===== config.mk =====
export PLATFORM = sky130hd
export DESIGN_NAME = mode_register_bank
export DESIGN_NICKNAME = d
export VERILOG_FILES = /design/src/rtl/mode_register_bank.sv
export SDC_FILE = /design/constraint.sdc
export NUM_CORES = 1
export LEC_CHECK = 0
export ABC_AREA = 1
export CORE_MARGIN = 5
export CORE_UTILIZATION = 30
export DETAILED_ROUTE_END_ITERATION = 7
export MAX_ROUTING_LAYER = met4
export REMOVE_ABC_BUFFERS = 1
export SLEW_MARGIN = 20
export SYNTH_ARGS = -nofsm -noshare
export SYNTH_HDL_FRONTEND = slang
export SYNTH_SLANG_ARGS = --single-unit
export TNS_END_PERCENT = 10

===== constraint.sdc =====
create_clock -name clk -period 2.04 [get_ports clk]
set_input_delay 0.204 -clock clk [delete_from_list [all_inputs] [get_ports clk]]
set_output_delay 0.204 -clock clk [all_outputs]
set_load 0.02 [all_outputs]

===== src/rtl/mode_register_bank.sv =====
// Bank of CHANNELS independent SIZE-bit registers with per-channel opcodes and registered zero/wrap flags.
// Optional snapshot capture of all channels is compiled in with the REG_SNAPSHOT_EN macro.
module mode_register_bank #(
  parameter int              SIZE      = 8,
  parameter int              CHANNELS  = 2,
  parameter logic [SIZE-1:0] RESET_VAL = '0,
  parameter int              SATURATE  = 0
) (
  input  logic                     clk,
  input  logic                     rst_n,
  input  logic [3*CHANNELS-1:0]    op,
  input  logic [SIZE*CHANNELS-1:0] d,
  input  logic [CHANNELS-1:0]      shift_in,
`ifdef REG_SNAPSHOT_EN
  input  logic                     snap,
  output logic [SIZE*CHANNELS-1:0] snap_q,
`endif
  output logic [SIZE*CHANNELS-1:0] q,
  output logic [CHANNELS-1:0]      zero,
  output logic [CHANNELS-1:0]      wrap
);

  localparam logic [2:0] OP_HOLD  = 3'b000;
  localparam logic [2:0] OP_LOAD  = 3'b001;
  localparam logic [2:0] OP_CLEAR = 3'b010;
  localparam logic [2:0] OP_INC   = 3'b011;
  localparam logic [2:0] OP_DEC   = 3'b100;
  localparam logic [2:0] OP_SHL   = 3'b101;
  localparam logic [2:0] OP_SHR   = 3'b110;

  localparam logic [SIZE-1:0] L_ONE  = {{(SIZE-1){1'b0}}, 1'b1};
  localparam logic            L_RST_ZERO = (RESET_VAL == '0);

  for (genvar i = 0; i < CHANNELS; i++) begin : g_ch
    logic [2:0]      w_op;
    logic [SIZE-1:0] w_d;
    logic [SIZE-1:0] w_next;
    logic            w_wrap;
    logic [SIZE-1:0] r_q;
    logic            r_zero;
    logic            r_wrap;

    assign w_op = op[3*i +: 3];
    assign w_d  = d[SIZE*i +: SIZE];

    always_comb begin
      w_next = r_q;
      w_wrap = 1'b0;
      case (w_op)
        OP_HOLD:  w_next = r_q;
        OP_LOAD:  w_next = w_d;
        OP_CLEAR: w_next = '0;
        OP_INC: begin
          if (r_q == '1) begin
            w_wrap = 1'b1;
            w_next = (SATURATE != 0) ? r_q : '0;
          end else begin
            w_next = r_q + L_ONE;
          end
        end
        OP_DEC: begin
          if (r_q == '0) begin
            w_wrap = 1'b1;
            w_next = (SATURATE != 0) ? r_q : '1;
          end else begin
            w_next = r_q - L_ONE;
          end
        end
        OP_SHL:  w_next = {r_q[SIZE-2:0], shift_in[i]};
        OP_SHR:  w_next = {shift_in[i], r_q[SIZE-1:1]};
        default: w_next = r_q;
      endcase
    end

    // zero is derived from the next state so it lands in the same cycle as q
    always_ff @(posedge clk or negedge rst_n) begin
      if (!rst_n) begin
        r_q    <= RESET_VAL;
        r_zero <= L_RST_ZERO;
        r_wrap <= 1'b0;
      end else begin
        r_q    <= w_next;
        r_zero <= (w_next == '0);
        r_wrap <= w_wrap;
      end
    end

    assign q[SIZE*i +: SIZE] = r_q;
    assign zero[i]           = r_zero;
    assign wrap[i]           = r_wrap;
  end

`ifdef REG_SNAPSHOT_EN
  logic [SIZE*CHANNELS-1:0] r_snap_q;

  // q here is still the pre-edge value, so all channels are captured atomically
  always_ff @(posedge clk or negedge rst_n) begin
    if (!rst_n) begin
      r_snap_q <= {CHANNELS{RESET_VAL}};
    end else if (snap) begin
      r_snap_q <= q;
    end
  end

  assign snap_q = r_snap_q;
`endif

endmodule


# After elaboration in Yosys (flattened, before gate mapping)
# Index checks and enable logic that the tools add are counted.
[op_classes] eq_ne=14 n_addsub=4 mux=12 n_reduce_logical=4
[op_table] op="$pmux W8 S6" n=2
[op_table] op="$logic_not A8 Y1" n=4
[op_table] op="$mux W8" n=4
[op_table] op="$eq A3 B3 Y1 const B" n=6
[op_table] op="$add A8 B1 Y8 const B" n=2
[op_table] op="$eq A8 B8 Y1 const B" n=2
[op_table] op="$sub A8 B1 Y8 const B" n=2
[op_table] op="$eq A3 B2 Y1 const B" n=4
[op_table] op="$eq A3 B1 Y1 const B" n=2
[op_table] op="$mux W1" n=4
[op_table] op="$pmux W1 S2" n=2
[word_totals] inputBits=26 ff_bits=20 word_cells=40

# Logic depth before layout (Yosys ltp)
# Gate-level depths: netlist (run 1).
[logic_depth] word_depth=4 depth_mapped=14 depth_no_buf=14

# Least setup slack after synthesis (run 1)
# Ideal clock, no wire load.
[synth_timing] path_type="register to register" from="reg g_ch[1].r_q[0]" to="reg g_ch[1].r_zero" setup_ns=0.067 arrival_ns=1.734 path_buffers=0 path_slack_ns=0.239 path_stages_with_launch=14 path_cell_list="dfrtp_1 clkinv_1 ha_1 nand2_1 nand2_1 nand2_1 nand2_1 nor2_1 nand3_1 nand2_1 nand2_1 nor2_1 nand2_1 nor2_1"
[synth_between] elab_chain_cells=4 word_cells_on_any_way=8 cone_classes="2 x add/sub; 1 x eq/ne; 3 x mux; 2 x reduce/logical"
[synth_rtl] element="start: declaration" line_no="39" text="logic [SIZE-1:0] r_q;"
[synth_rtl] element="start signal: assignment" line_no="82" text="r_q <= w_next;"
[synth_rtl] element="$sub A8 B1 Y8 (tied with other cells)" line_no="66" text="w_next = r_q - L_ONE;"
[synth_rtl] element="$mux W8, on equally long branches" line_no="62, 54"
[synth_rtl] element="$pmux W8 S6 *" line_no="49" text="case (w_op)"
[synth_rtl] element="$logic_not A8 Y1 *" line_no="83" text="r_zero <= (w_next == '0);"
[synth_rtl] element="end signal: assignment" line_no="83"
[synth_rtl] element="end: declaration" line_no="40" text="logic r_zero;"
# Every way passes the cells marked *; elsewhere a longest branch is shown, timed or not.

# Worst setup path in the final report (run 1)
[layout_timing] from="reg g_ch[0].r_q[4]" to="reg g_ch[0].r_zero"
[layout_between] elab_chain_cells=4 word_cells_on_any_way=8 cone_classes="2 x add/sub; 1 x eq/ne; 3 x mux; 2 x reduce/logical"
[layout_rtl] element="start: declaration" line_no="39"
[layout_rtl] element="start signal: assignment" line_no="82"
[layout_rtl] element="$sub A8 B1 Y8 (tied with other cells)" line_no="66"
[layout_rtl] element="$mux W8, on equally long branches" line_no="62, 54"
[layout_rtl] element="$pmux W8 S6 *" line_no="49"
[layout_rtl] element="$logic_not A8 Y1 *" line_no="83"
[layout_rtl] element="end signal: assignment" line_no="83"
[layout_rtl] element="end: declaration" line_no="40"
# Marked as above.

==> impl_metrics.tcl, run 1 <==
set metrics [dict create \
    crit_arrival_ns 2.02 \
    max_stage_delay_ns 0.49 \
    hpwl_um 6000 \
    cp-startpoint "g_ch[0].r_q[4]" \
    cp.required_ns 2.23 \
    ys_types 32 \
    status "finished, final reports clean" \
    avgSynthCellArea_um2 5.71 \
    drv_cap 0 \
    cp-end-kind "flip-flop" \
    netlist.area_leader.share_pct 19.5 \
    finClkSkew_ns 0.00124 \
    dr.pass1.iters 7 \
    rows 32 \
    syn_inst 404 \
    drt-vias-per-instance 5.02 \
    drc 0 \
    rsz0062_at_grt "false" \
    grt_pass1_wl_um 12800 \
    endpoint "g_ch[0].r_zero" \
    p_total_mw 1.90 \
    p_leak_nw 1.48 \
    htreeDepth 1 \
    rr_worst_depth 10 \
    cts_buffers 3 \
    placed_area_um2 2920 \
    grt_pass1_vias 2773 \
    seq_area_frac_synth_pct 21.8 \
    io_buffers 45 \
    cp_common_cell "nand2_1" \
    antenna_found_initial 0 \
    overflow 0 \
    r2r_slack_ns 0.21 \
    timing.fmax_mhz 547 \
    fin_area_um2 3000 \
    period_share_pct 89.6 \
    drt_iter0_drc 135 \
    fin_crit_ns 1.83 \
    vias 2807 \
    p_per_area_nw_per_um2 633 \
    cts.sinks 20 \
    ant_nets 0 \
    die_y_um 97.7 \
    wl_per_cell_um 13.6 \
    syn_to_final_growth_pct 30.0 \
    wl_um 7580 \
    grt_max_degree 21 \
    die_area_um2 9550 \
    ir_drop_mv 0.249 \
    critPathSlowestCell "dfrtp_1" \
    syn_area_um2 2310 \
    cts_tree "yes" \
    crit_type "reg2reg" \
    yosys.area.top_type "dfrtp_1" \
    maxSlewViolCount 0 \
    diodes 0 \
    worstMarginPinSlew_ns 0.388 \
    gp_congestion 0.923 \
    path_clk_slew_ns 0.07 \
    fillers 857 \
    worstHoldPathType "in2async" \
    rr_endpoint "g_ch[0].r_zero" \
    yosysWarnings 0 \
    nets 490 \
    dieWidth_um 97.7 \
    seqCellArea_um2 503 \
    multi_input_area_um2 1490 \
    grt_usage_pct 16.4 \
    relSlewSlack_pct 74.1 \
    finalHoldViolCount 0 \
    clockRootBuffer "clkbuf_8" \
    setup_viol 0 \
    coreArea_um2 7610 \
    r2r_start "g_ch[0].r_q[4]" \
    drive_gt1_share_pct 8.75 \
    start_util_pct 30.3 \
    synth_seq_cells 20 \
    start_kind "flip-flop" \
    crit_chain "inv_1 -> nand2_1 -> nor2_1 -> nand3_1 -> nand4_1 -> nand2_1 -> nand2_1 -> inv_1 -> nand2_1 -> nor2_1" \
    cp_max_fo 7 \
    io_pins 46 \
    ctsResizeCount 0 \
    clock_latency_ns 0.25 \
    cts_max_path_buffers 2 \
    synth_area_leaders "dfrtp_1, nand2_1, nand3_1" \
]
[per-layer routing]
layer,track usage (%),vias up,part of all wire [%]
li1,-,1425,-
met1,19.5,1237,43
met2,28.7,133,49
met3,1.29,12,6.4
met4,6.71,0,2.3
met5,-,-,0
[synth_stat cells (all sizes together)]
cell	n
clkinv	2
dfrtp	18
inv	51
o21ai	18
or2	2
and2	1
nand2	121
a21oi	6
o22ai	3
dfstp	2
o2bb2ai	1
clkbuf	2
nor2	58
o211ai	1
nand4	37
nand3	49
nor3	2
buf	18
ha	6
o31ai	2
nand3b	3
a21boi	1
[flip-flops by register name, indices dropped and copies added, names as in the netlist]
register,cells
g_ch.r_wrap,2
g_ch.r_zero,2
g_ch.r_q,16
[cell type report]
class / count / share of cell area [%]
clock buffers: 4 / 1.83
inverters: 53 / 6.63
multi-input cells: 311 / 49.5
flip-flops and latches: 20 / 16.8
well taps: 102 / 4.25
repair buffers: 69 / 21.0
[critical path, delay by kind of cell (launching register included)]
family | cells | cell delay, ns
buffers and inverters | 2 | 0.20
and+or+nand+nor | 8 | 1.06
DFF | 1 | 0.49
[placed cells by master, fill, tap and decap left out]
cell	synthesis	final
dfrtp_1	18	18
nand3_1	49	49
o22ai_1	3	3
dfstp_2	2	2
nand2_1	120	120
o21ai_1	1	1
nand4_1	37	37
nor2_2	2	2
clkinv_1	2	2
o21ai_4	1	1
nor3_1	1	1
o211ai_1	1	1
buf_4	6	24
or2_2	2	2
clkdlybuf4s50_1	0	45
a21oi_2	1	1
inv_1	49	49
o2bb2ai_1	1	1
o21ai_0	16	16
o31ai_1	2	2
a21boi_0	1	1
a21oi_1	5	5
nor2_1	56	56
and2_1	1	1
inv_2	2	2
nand2_2	1	1
nand3b_1	3	3
ha_1	6	6
nor3_4	1	1
clkbuf_8	0	4
[worst min path at each step]
stage                      to  cells past startpoint
2_1_floorplan  g_ch[0].r_q[0]                      0
3_3_place_gp   g_ch[0].r_q[5]                      2
3_5_place_dp   g_ch[1].r_q[4]                      2
4_1_cts        g_ch[1].r_q[4]                      2
5_1_grt        g_ch[1].r_q[5]                      2
6_report       g_ch[1].r_q[6]                      2
[what timing repair did]
item,in CTS,in global routing
hold buffers,0,0
buffers inserted,0,4
setup endpoints to repair,0,1
[cells by family (layout without fill, tap and decap cells)]
group	after synthesis	in the layout	synth area share, %
AO/OA/AOI/OAI	32	32	8.35
adder cells (fa/ha/maj)	6	6	3.25
buffers and inverters	73	126	13.8
flip-flops	20	20	21.8
AND/OR/NAND/NOR	273	273	52.8
[per-stage QoR]
stage | utilization (%) | cells | setup WS (ns) | setup TNS, ns | hold slack [ns]
after floorplan | - | 384 | 0.226 | 0 | -0.0916
after global placement | 38.3 | 551 | -0.0236 | -0.0236 | 0.571
after detailed placement | 38.3 | 551 | -0.0512 | -0.0512 | 0.574
after CTS | 39.1 | 555 | 0.208 | 0 | 0.294
after global routing | 39.5 | 559 | 0.0107 | 0 | 0.314
final | 39.5 | 559 | 0.213 | 0 | 0.284
[power breakdown]
| group | internal (mW) | total (mW) | switching, mW |
|---|---|---|---|
| sequential | 0.460 | 0.596 | 0.136 |
| combinational | 0.412 | 1.01 | 0.597 |
| clock | 0.171 | 0.296 | 0.124 |
Note: power is estimated with default switching activity, not from simulation.
==> inputs of run 2 (changes only) <==
--- a/config.mk
+++ b/config.mk
@@ -7,9 +7,10 @@
 export LEC_CHECK = 0
 export ABC_AREA = 1
 export CORE_MARGIN = 5
-export CORE_UTILIZATION = 30
+export CORE_UTILIZATION = 53
 export DETAILED_ROUTE_END_ITERATION = 7
 export MAX_ROUTING_LAYER = met4
+export PLACE_DENSITY = 0.82
 export REMOVE_ABC_BUFFERS = 1
 export SLEW_MARGIN = 20
 export SYNTH_ARGS = -nofsm -noshare
==> run 2 against run 1 <==
Clock-buffer cell count fell by 1. Global-route usage grew 10 points. Wire length decreased by 0.86%. Die area fell by 40%. Power up 7.0%. Critical path type is now in2reg.
==> impl_metrics.tcl, run 2 (synthesis gave the netlist of run 1 again) <==
set metrics [dict create \
    p_total_mw 2.03 \
    cts_max_path_buffers 2 \
    drt-vias-per-instance 5.72 \
    p_leak_nw 1.48 \
    cp_max_fo 11 \
    rr_endpoint "g_ch[0].r_zero" \
    drc 0 \
    grt_pass1_wl_um 12500 \
    die_area_um2 5780 \
    rows 24 \
    final_cell_mix "nand2_1, nor2_1, inv_1, nand3_1, clkdlybuf4s50_1" \
    crit_cells 11 \
    grt_usage_pct 26.6 \
    path_clk_slew_ns 0.08 \
    cts.sinks 20 \
    layout_commonest_cell "nand2_1" \
    regMostFlops "g_ch.r_q" \
    grt_pass1_vias 2736 \
    overflow 0 \
    r2r_slack_ns 0.18 \
    antenna_found_initial 0 \
    r2r_start "g_ch[0].r_q[0]" \
    syn_to_final_growth_pct 27.5 \
    rsz0062_at_grt "false" \
    largest_registers "g_ch.r_q (16), g_ch.r_wrap (2), g_ch.r_zero (2)" \
    status "finished, final reports clean" \
    start_util_pct 53.8 \
    largest_register_ffs 16 \
    nets 488 \
    io_buffers 45 \
    cp_num_buf_inv 3 \
    fin_crit_ns 1.88 \
    rr_worst_depth 11 \
    finClkSkew_ns 0.0103 \
    drive_gt1_share_pct 8.79 \
    final_cells 507 \
    cp_top_family "buffers and inverters" \
    vias 2899 \
    timing.fmax_mhz 531 \
    hpwl_um 6020 \
    crit_arrival_ns 2.09 \
    drv_cap 0 \
    crit_chain "clkdlybuf4s50_1 -> nor2_1 -> nand2_1 -> inv_1 -> nand3_1 -> inv_1 -> nor2_1 -> nand2_1 -> a21oi_1 -> nand2_1 -> nor2_1" \
    start_kind "input port" \
    endpoint "g_ch[0].r_zero" \
    cp-startpoint "op[0]" \
    p_per_area_nw_per_um2 691 \
    period_share_pct 92.4 \
    relSlewSlack_pct 73.1 \
    ant_nets 0 \
    fillers 400 \
    cp-end-kind "flip-flop" \
    dieWidth_um 76.0 \
    cts_buffers 3 \
    io_pins 46 \
    gp_congestion 1.01 \
    hold_buffers 0 \
    clockRootBuffer "clkbuf_8" \
    critPathSlowestCell "clkdlybuf4s50_1" \
    cts_tree "yes" \
    worstHoldPathType "in2async" \
    coreArea_um2 4290 \
    wl_um 7520 \
    maxSlewViolCount 0 \
    grt_max_degree 21 \
    diodes 0 \
    max_stage_delay_ns 0.66 \
    ir_drop_mv 0.364 \
    worstMarginPinSlew_ns 0.404 \
    die_y_um 76.0 \
    setup_viol 0 \
    htreeDepth 1 \
    placed_cells 503 \
    wl_per_cell_um 14.8 \
    drt_iter0_drc 207 \
    finalHoldViolCount 0 \
    crit_type "in2reg" \
    cp.required_ns 2.25 \
    dr.pass1.iters 5 \
    clock_latency_ns 0.26 \
]
[run 2: cell types whose count changed in the layout (fill, tap and decap cells not counted)]
cell and delta:
buf_4 -2, bufinv_16 +1, clkbuf_8 -1, dfrtp_1 -1
dfrtp_2 +1, nor2_1 -1, nor2_2 +1
[run 2: per-stage QoR]
step / hold WS (ns) / setup WS, ns / TNS, ns / area (um2) / util [%]
2_1_floorplan: -0.0916 / 0.226 / 0 / 2190 / -
4_1_cts: 0.281 / 0.114 / 0 / 2940 / 68.5
3_5_place_dp: 0.568 / -0.0685 / -0.0685 / 2870 / 66.8
5_1_grt: 0.311 / 0.0158 / 0 / 2940 / 68.6
3_3_place_gp: 0.561 / -0.0511 / -0.0511 / 2870 / 66.8
6_report: 0.268 / 0.155 / 0 / 2940 / 68.6
[run 2: repair_timing]
action | 4_1_cts | 5_1_grt
resized for setup | 0 | 2
setup buffers | 0 | 0
endpoints found under the setup margin | 0 | 1
[run 2: power breakdown]
group          switching, mW  leakage (nW)  internal (mW)
Clock                  0.141        0.0357          0.262
Combinational          0.628          1.20          0.421
Sequential             0.121         0.242          0.461
[run 2: metal layers]
metal | share of wire, % | track usage [%]
met3 | 6.3 | 2.36
met1 | 38 | 29.1
met2 | 51 | 46.8
met4 | 4.7 | 15.1
met5 | 0 | -
[run 2: worst min path at each step]
stage | start | end | slack, ns | cells past startpoint
6_report | rst_n | g_ch[1].r_q[6] | 0.27 | 2
5_1_grt | rst_n | g_ch[1].r_q[6] | 0.31 | 2
4_1_cts | rst_n | g_ch[1].r_q[6] | 0.28 | 2
3_5_place_dp | rst_n | g_ch[1].r_q[6] | 0.57 | 2
3_3_place_gp | rst_n | g_ch[1].r_q[7] | 0.56 | 2
2_1_floorplan | rst_n | g_ch[0].r_q[0] | -0.09 | 0
[run 2: cell type report]
class / count / area [um2] / share of cell area [%]
flip-flops and latches: 20 / 504 / 17.1
clock inverters: 1 / 30.0 / 1.02
clock buffers: 3 / 41.3 / 1.40
repair buffers: 67 / 616 / 20.9
inverters: 53 / 199 / 6.76
multi-input cells: 311 / 1490 / 50.6
well taps: 52 / 65.1 / 2.21
==> variant (flow settings as in run 1) <==
Set the parameter `SATURATE` to 1 (it was 0).
--- a/src/rtl/mode_register_bank.sv
+++ b/src/rtl/mode_register_bank.sv
@@ -4,7 +4,7 @@
   parameter int              SIZE      = 8,
   parameter int              CHANNELS  = 2,
   parameter logic [SIZE-1:0] RESET_VAL = '0,
-  parameter int              SATURATE  = 0
+  parameter int              SATURATE  = 1
 ) (
   input  logic                     clk,
   input  logic                     rst_n,
Check against the original RTL: not equivalent (a bounded check fails within 4 cycles, from zero or initial values and one cycle with rst_n low).
==> variant against run 1 <==
- worst hold slack improved by 2.1 ps
- worst setup slack got worse by 110 ps
- critical endpoint unchanged
- sequential cell count did not move
- synthesized area rose by 2.4%
- clock skew rose by 1.4 ps
- power rose by 2.5%
- final area rose by 1.7%
- non-clock buffer count fell by 6
- utilization rose by 0.26 points
- cell count rose by 3.2%
- wire length fell by 0.58%
- sequential power rose by 2%
==> variant: results (changes against run 1) <==
.. list-table::
   :header-rows: 1

   * - Metric
     - Value
   * - Outcome
     - finished clean (unchanged)
   * - Cells after DPL
     - 573 (was 551)
   * - Number of multi-input logic gates
     - 330 (was 311)
   * - Number of nets in the finished design
     - 506 (was 490)
   * - Cell count after synthesis
     - 420 (was 404)
   * - Compound-Gate Fraction of Synth Area
     - 7.623% (was 8.347%)
   * - Share of synthesized cell area in full adder, half adder and majority cells
     - 2.118% (was 3.252%)
   * - Via count of the first global-routing pass
     - 2743 (was 2773)
   * - Delay of the slowest cell on the worst path
     - 380 ps (was 490 ps)
   * - Power attributed to combinational cells
     - 1050 uW (was 1010 uW)
   * - Wire length of the first global-routing pass
     - 12600 um (was 12850 um)
   * - Worst hold slack after final layout
     - 285.7 ps (was 283.6 ps)
   * - Detail Placement HPWL
     - 6056 um (was 5999 um)
   * - Worst Skew
     - 2.653 ps (was 1.239 ps)
   * - Length of the first detailed-routing pass in iterations
     - 5 (was 7)
   * - Nonclk buf count
     - 63 (was 69)
   * - Post-synthesis sequential area ratio
     - 21.28% (was 21.79%)
   * - Worst slew margin relative to its limit
     - 70.03% (was 74.10%)
   * - Final instance area
     - 0.003053 sq mm (was 0.003002 sq mm)
   * - Non-clock buffer contribution to total cell area
     - 19.18% (was 21.01%)
   * - Worst path arrival time
     - 2120 ps (was 2020 ps)
   * - Count of unique library cells instantiated by Yosys
     - 30 (was 32)
   * - Average footprint of a synthesized cell
     - 5.627 sq um (was 5.714 sq um)
   * - Final instance count without filler cells
     - 577 (was 559)
   * - Clock network area share
     - 1.803% (was 1.834%)
   * - Worst slack at placement
     - -17.41 ps (was -51.16 ps)
   * - Metal3 WL
     - 469 um (was 487 um)
   * - Violation count after the first detailed-routing iteration
     - 138 (was 135)
   * - Proportion of cell area occupied by multi-input gates
     - 51.15% (was 49.52%)
   * - Gate power share
     - 54.0% (was 53.1%)
   * - Met3 track demand over resource in global routing
     - 1.345% (was 1.292%)
   * - Startpoint of the worst register-to-register path
     - g_ch[0].r_q[0] (was g_ch[0].r_q[4])
   * - Sequential cell area
     - 504.2 sq um (was 503.0 sq um)
   * - Global placer's final weighted congestion
     - 0.9587 (was 0.9226)
   * - Post-Route WL
     - 7537 um (was 7581 um)
   * - Worst R2R Setup Slack
     - 100 ps (was 210 ps)
   * - DR vias
     - 2820 (was 2807)
   * - Crit share post-route
     - 94.88% (was 89.55%)
## variant: cell count changes in the layout (fill, tap and decap cells not counted), sizes merged, moves of 2 or more
cell | before | now
nand2 | 121 | 163
nand3 | 49 | 46
or2 | 2 | 0
o21ai | 18 | 26
nand3b | 3 | 0
inv | 51 | 56
ha | 6 | 4
xor2 | 0 | 2
buf | 24 | 18
nand4 | 37 | 18
o31ai | 2 | 0
a21oi | 6 | 4
## variant: timing repair
item                       in CTS  in global routing
hold buffers                    0                  0
setup endpoints to repair       0                  2
gates resized for setup         0                  4
## variant: worst max path at each step
| stage | endpoint | cells after the start |
|---|---|---|
| after global routing | g_ch[1].r_zero | 14 |
| after CTS | g_ch[0].r_zero | 11 |
| after detailed placement | g_ch[1].r_zero | 12 |
| after floorplan | g_ch[0].r_zero | 14 |
| final | g_ch[0].r_zero | 11 |
| after global placement | g_ch[1].r_zero | 9 |
